==> config.mk <==
export PLATFORM = sky130hd
export DESIGN_NAME = biquad8_pole_coeff_loader
export DESIGN_NICKNAME = d
export VERILOG_FILES = /design/src/rtl/biquad8_pkg.sv /design/src/rtl/biquad8_coeff_shadow.sv /design/src/rtl/biquad8_pole_coeff_loader.sv
export SDC_FILE = /design/constraint.sdc
export NUM_CORES = 1
export LEC_CHECK = 0
export ABC_AREA = 1
export CORE_AREA = 10 10 125 127
export CTS_CLUSTER_DIAMETER = 80
export CTS_CLUSTER_SIZE = 28
export DETAILED_ROUTE_END_ITERATION = 16
export DIE_AREA = 0 0 135 137
export PLACE_DENSITY_LB_ADDON = 0.1
export SLEW_MARGIN = 40
export SYNTH_ARGS = -nofsm -noshare
export SYNTH_HDL_FRONTEND = slang
export SYNTH_SLANG_ARGS = --single-unit
==> constraint.sdc <==
create_clock -name clk -period 4.7 [get_ports clk]
set_input_delay 1.41 -clock clk [delete_from_list [all_inputs] [get_ports clk]]
set_output_delay 1.41 -clock clk [all_outputs]
set_load 0.05 [all_outputs]
==> src/rtl/biquad8_pkg.sv <==
// Shared constants and FSM encoding for the biquad8 pole-coefficient loader.
package biquad8_pkg;

  localparam int unsigned COEFF_BITS_DEFAULT = 18;

  localparam logic [1:0] ADR_A = 2'd0;
  localparam logic [1:0] ADR_B = 2'd1;
  localparam logic [1:0] ADR_C = 2'd2;
  localparam logic [1:0] ADR_D = 2'd3;

  typedef enum logic [1:0] {
    StIdle   = 2'd0,
    StShift  = 2'd1,
    StUpdate = 2'd2
  } state_e;

endpackage

==> src/rtl/biquad8_coeff_shadow.sv <==
// Host-writable shadow coefficient file plus the snapshot frozen at the start of each load.
// With BIQUAD8_COEFF_READBACK_EN defined, also exposes a combinational shadow read port.
module biquad8_coeff_shadow
  import biquad8_pkg::*;
#(
  parameter int unsigned COEFF_BITS = COEFF_BITS_DEFAULT,
  parameter int unsigned NCOEFF     = 4
) (
  input  logic                  clk,
  input  logic                  rst,
  input  logic                  i_wr,
  input  logic [1:0]            i_adr,
  input  logic [COEFF_BITS-1:0] i_dat,
  input  logic                  i_snap,
  input  logic [1:0]            i_sel,
  output logic [COEFF_BITS-1:0] o_snap_dat,
  output logic [COEFF_BITS-1:0] o_shadow_last
`ifdef BIQUAD8_COEFF_READBACK_EN
  ,
  output logic [COEFF_BITS-1:0] o_rd_dat
`endif
);

  localparam logic [1:0] LastIdx = 2'(NCOEFF - 1);

  logic [COEFF_BITS-1:0] r_shadow [NCOEFF];
  logic [COEFF_BITS-1:0] r_snap   [NCOEFF];

  // Snapshot reads the pre-write shadow, so a same-cycle host write misses this load.
  always_ff @(posedge clk) begin
    if (rst) begin
      for (int unsigned i = 0; i < NCOEFF; i++) begin
        r_shadow[i] <= '0;
        r_snap[i]   <= '0;
      end
    end else begin
      if (i_snap) begin
        for (int unsigned i = 0; i < NCOEFF; i++) begin
          r_snap[i] <= r_shadow[i];
        end
      end
      if (i_wr) begin
        r_shadow[i_adr] <= i_dat;
      end
    end
  end

  assign o_snap_dat    = r_snap[i_sel];
  assign o_shadow_last = r_shadow[LastIdx];

`ifdef BIQUAD8_COEFF_READBACK_EN
  assign o_rd_dat = r_shadow[i_adr];
`endif

endmodule

==> src/rtl/biquad8_pole_coeff_loader.sv <==
// Commits the shadow coefficient set to the IIR B-cascade: shifts D,C,B,A then pulses update.
// Optional registered readback port built when BIQUAD8_COEFF_READBACK_EN is defined.
module biquad8_pole_coeff_loader
  import biquad8_pkg::*;
#(
  parameter int unsigned COEFF_BITS = COEFF_BITS_DEFAULT,
  parameter int unsigned NCOEFF     = 4
) (
  input  logic                  clk,
  input  logic                  rst,
  input  logic [1:0]            host_adr_i,
  input  logic [COEFF_BITS-1:0] host_dat_i,
  input  logic                  host_wr_i,
  input  logic                  load_i,
  output logic                  busy_o,
  output logic                  done_o,
  output logic [COEFF_BITS-1:0] coeff_dat_o,
  output logic                  coeff_wr_o,
  output logic                  coeff_update_o
`ifdef BIQUAD8_COEFF_READBACK_EN
  ,
  output logic [COEFF_BITS-1:0] host_rdat_o
`endif
);

  localparam logic [1:0] LastIdx = 2'(NCOEFF - 1);

  state_e                r_state;
  logic                  r_pending;
  logic [1:0]            r_cnt;
  logic                  r_busy;
  logic                  r_done;
  logic                  r_wr;
  logic                  r_upd;
  logic [COEFF_BITS-1:0] r_dat;

  logic                  w_start;
  logic [1:0]            w_sel;
  logic [COEFF_BITS-1:0] w_snap_dat;
  logic [COEFF_BITS-1:0] w_shadow_last;

  assign w_start = ((r_state == StIdle) && load_i) ||
                   ((r_state == StUpdate) && (r_pending || load_i));
  // r_cnt words already sent; next word walks down from the one below the last.
  assign w_sel   = LastIdx - 2'd1 - r_cnt;

`ifdef BIQUAD8_COEFF_READBACK_EN
  logic [COEFF_BITS-1:0] w_rd_dat;
  logic [COEFF_BITS-1:0] r_rdat;
`endif

  biquad8_coeff_shadow #(
    .COEFF_BITS (COEFF_BITS),
    .NCOEFF     (NCOEFF)
  ) u_shadow (
    .clk           (clk),
    .rst           (rst),
    .i_wr          (host_wr_i),
    .i_adr         (host_adr_i),
    .i_dat         (host_dat_i),
    .i_snap        (w_start),
    .i_sel         (w_sel),
    .o_snap_dat    (w_snap_dat),
    .o_shadow_last (w_shadow_last)
`ifdef BIQUAD8_COEFF_READBACK_EN
    ,
    .o_rd_dat      (w_rd_dat)
`endif
  );

  always_ff @(posedge clk) begin
    if (rst) begin
      r_state   <= StIdle;
      r_pending <= 1'b0;
      r_cnt     <= 2'd0;
      r_busy    <= 1'b0;
      r_done    <= 1'b0;
      r_wr      <= 1'b0;
      r_upd     <= 1'b0;
      r_dat     <= '0;
    end else begin
      r_done <= 1'b0;
      r_upd  <= 1'b0;
      r_wr   <= 1'b0;
      r_dat  <= '0;
      if (load_i && (r_state != StIdle)) begin
        r_pending <= 1'b1;
      end
      unique case (r_state)
        StIdle: begin
          if (load_i) begin
            r_state <= StShift;
            r_busy  <= 1'b1;
            r_cnt   <= 2'd0;
            r_wr    <= 1'b1;
            // First word comes straight from the shadow; the snapshot lands this same edge.
            r_dat   <= w_shadow_last;
          end
        end
        StShift: begin
          if (r_cnt == LastIdx) begin
            r_state <= StUpdate;
            r_upd   <= 1'b1;
            r_done  <= 1'b1;
          end else begin
            r_cnt <= r_cnt + 2'd1;
            r_wr  <= 1'b1;
            r_dat <= w_snap_dat;
          end
        end
        StUpdate: begin
          if (r_pending || load_i) begin
            r_state   <= StShift;
            r_pending <= 1'b0;
            r_cnt     <= 2'd0;
            r_wr      <= 1'b1;
            r_dat     <= w_shadow_last;
          end else begin
            r_state <= StIdle;
            r_busy  <= 1'b0;
          end
        end
        default: begin
          r_state <= StIdle;
          r_busy  <= 1'b0;
        end
      endcase
    end
  end

  assign busy_o         = r_busy;
  assign done_o         = r_done;
  assign coeff_wr_o     = r_wr;
  assign coeff_update_o = r_upd;
  assign coeff_dat_o    = r_dat;

`ifdef BIQUAD8_COEFF_READBACK_EN
  always_ff @(posedge clk) begin
    if (rst) begin
      r_rdat <= '0;
    end else begin
      r_rdat <= w_rd_dat;
    end
  end

  assign host_rdat_o = r_rdat;
`endif

endmodule
==> flow_metrics.py <==
metrics = {
    "sta": {
        "finalHoldViolations": 0,
        "worstMarginPinSlew_ps": 759.9,
        "finalMaxSlewViolations": 0,
        "relSlewSlack_pct": 49.22,
        "rsz0062_at_grt": "no",
        "setup_viol": 0,
        "skew_ps": 6.159,
        "fin_setup_tns_ps": 0,
        "fmax_ghz": 0.3064,
        "fin_crit_ps": 3264,
        "fin_crit_sh_pct": 69.45,
    },
    "cells_and_area": {
        "drive_gt1_share_pct": 6.275,
        "fin_nets": 779,
        "mostFrequentLayoutCells": "144 x edfxtp_1, 139 x nor2_1, 138 x inv_1",
        "multi_input_area_mm2": 0.001569,
        "design_area_mm2": 0.008259,
        "syn_to_final_growth_pct": 16.44,
        "layout.filler_cells": 1061,
        "diodes": 0,
        "final_core_util_pct": 63.12,
        "layout_commonest_cell": "edfxtp_1",
        "seq_area_mm2": 0.004845,
    },
    "setup_path": {
        "criticalPathCategory": "in -> reg",
        "cpMaxStageDelayCell": "buf_4",
        "critPathCaptureType": "flop",
        "crit_path_start_kind": "input port",
        "arrival_ps": 3410,
        "cp_top_family": "buffers and inverters",
        "rr_startpoint": "r_state[0]",
        "r2r_end": "u_shadow.r_snap[0][17]",
        "cp_slowest_stage_delay_ps": 480,
        "cp_num_buf_inv": 3,
        "required_ps": 4840,
        "path_depth": 8,
        "cp_max_fo": 54,
        "reg2reg_depth": 6,
        "cp_cell_sequence": "clkdlybuf4s50_1, nor2_1, inv_1, nand2_1, nand2_2, nand2_2, buf_4, nor2_1",
        "rrSetupSlack_ps": 2560,
    },
    "clock_network": {
        "post_cts_buffers": 0,
        "cts_buffer_depth": 2,
        "cts-root-buf": "clkbuf_16",
        "cts-htree-levels": 4,
        "ctsHoldBuffers": 0,
        "cts.sinks": 170,
        "clkTransAtPathRegs_ps": 60,
        "cts_resized": 0,
        "numCtsBuffers": 17,
        "insertion_delay_ps": 420,
        "cts_tree": "built",
    },
    "global_route": {
        "grt_antenna_before_repair": 0,
        "track_usage_pct": 16.15,
        "grt_max_degree": 55,
        "grt_pass1_vias": 4546,
        "globalRouteOverflowTotal": 0,
        "grt_pass1_wl_mm": 23.24,
    },
    "route": {
        "routed_wl_mm": 14.26,
        "antenna_left": 0,
        "num_vias": 4573,
        "drc": 0,
        "viasPerCell": 4.860,
        "drt_iter0_markers": 389,
        "dr.pass1.iters": 5,
        "wl_per_cell_um": 15.15,
    },
    "synth": {
        "synth_nets": 736,
        "synth.area.top_cells": "edfxtp_1 61%, nor2_1 7.4%, dfxtp_1 7.3%, inv_1 7.3%, nand2_1 6.8%",
        "syn_avg_cell_area_um2": 9.990,
        "syn_inst": 710,
        "syn-cell-area_mm2": 0.007093,
        "yosysSeqAreaShare_pct": 68.30,
        "synth_cell_type_count": 23,
        "synth_top_cell_area_share_pct": 60.96,
        "synth_warnings": 0,
        "yosys.area.top_type": "edfxtp_1",
        "synth_seq_cells": 170,
    },
    "run_status": {
        "outcome": "completed",
    },
    "min_path": {
        "min_path_type": "reg -> reg",
        "worstHoldStart": "busy_o",
        "min_to": "busy_o",
        "hold_depth": 2,
    },
    "die": {
        "die_x_um": 135,
        "die-height_um": 137,
        "rows": 42,
        "dieArea_mm2": 0.01850,
        "coreArea_mm2": 0.01309,
        "pin_count": 46,
        "start_util_pct": 54.21,
    },
    "placement": {
        "portBuffers": 45,
        "hpwl_mm": 9.170,
        "gp_congestion": 0.7658,
        "dpl_cell_area_mm2": 0.007694,
    },
    "power": {
        "p_leak_nw": 3.574,
        "ir_drop_mv": 0.2255,
        "p_per_area_mw_per_mm2": 430.0,
    },
    "flow_run": {
        "cap_violations": 0,
    },
}
-- final cells by class --
cell class | instances | share of cell area [%]
clock buffer | 20 | 5.287
timing repair buffer | 53 | 6.332
tap | 176 | 2.666
clock inverter | 11 | 1.560
inverter | 143 | 6.499
sequential | 170 | 58.66
multi-input combinational | 368 | 19.00
-- report_power, final --
| group | total [mW] | switching, mW | leakage, nW | internal (mW) |
|---|---|---|---|---|
| clock | 1.36 | 0.535 | 0.276 | 0.823 |
| sequential | 1.80 | 0.0343 | 1.70 | 1.76 |
| combinational | 0.395 | 0.278 | 1.60 | 0.117 |
-- flip-flops by register name (all words and copies together), names as in the netlist, 2 cells and up --
name,count
u_shadow.r_snap,72
coeff_dat_o,18
u_shadow.r_shadow,72
r_cnt,2
r_state,2
-- Yosys cell counts (all sizes together) --
cell	n
o21ai	3
ha	2
edfxtp	144
nor4	1
nand3	44
nand2	137
nor2	141
clkbuf	8
nor3	20
dfxtp	26
a21oi	19
clkinv	3
buf	21
o31ai	1
inv	140
-- per-layer routing --
metal	wire, um	global-route usage, %
met5	0	0
met2	6112	23.75
met1	7210	23.10
met4	170	5.742
met3	767	3.519
-- worst max path at each step --
stage | start | endpoint | slack (ps)
after floorplan | load_i | u_shadow.r_snap[0][0] | 430
after global placement | load_i | u_shadow.r_snap[0][3] | 1030
after detailed placement | load_i | u_shadow.r_snap[0][17] | 1010
after CTS | load_i | u_shadow.r_snap[0][17] | 1450
after global routing | load_i | u_shadow.r_snap[0][17] | 1220
final | load_i | u_shadow.r_snap[0][17] | 1440
-- logic make-up after synthesis --
kind of cell | Yosys count | synth area share [%]
adders and majority gates | 2 | 0.3527
and+or+nand+nor | 343 | 19.81
buffers and inverters | 172 | 9.825
AOI/OAI and AO/OA | 23 | 1.711
DFF | 170 | 68.30
-- worst register-to-register path, cell delays in order (launching register included) --
cell     delay, ps
dfxtp_1        470
nor2_1         110
nand2_1        160
nand2_2        340
nand2_2        150
buf_4          480
nor2_1         160
-- through the flow --
stage	hold WS [ps]	total power, mW	std cells	setup WS [ps]
2_1_floorplan	485.6	2.095	710	428.8
3_3_place_gp	504.5	2.213	909	1026
3_5_place_dp	520.1	2.224	910	1015
4_1_cts	533.4	3.568	941	1455
5_1_grt	564.8	3.685	941	1220
6_report	526.2	3.551	941	1436
(Power assumes the default switching activity.)
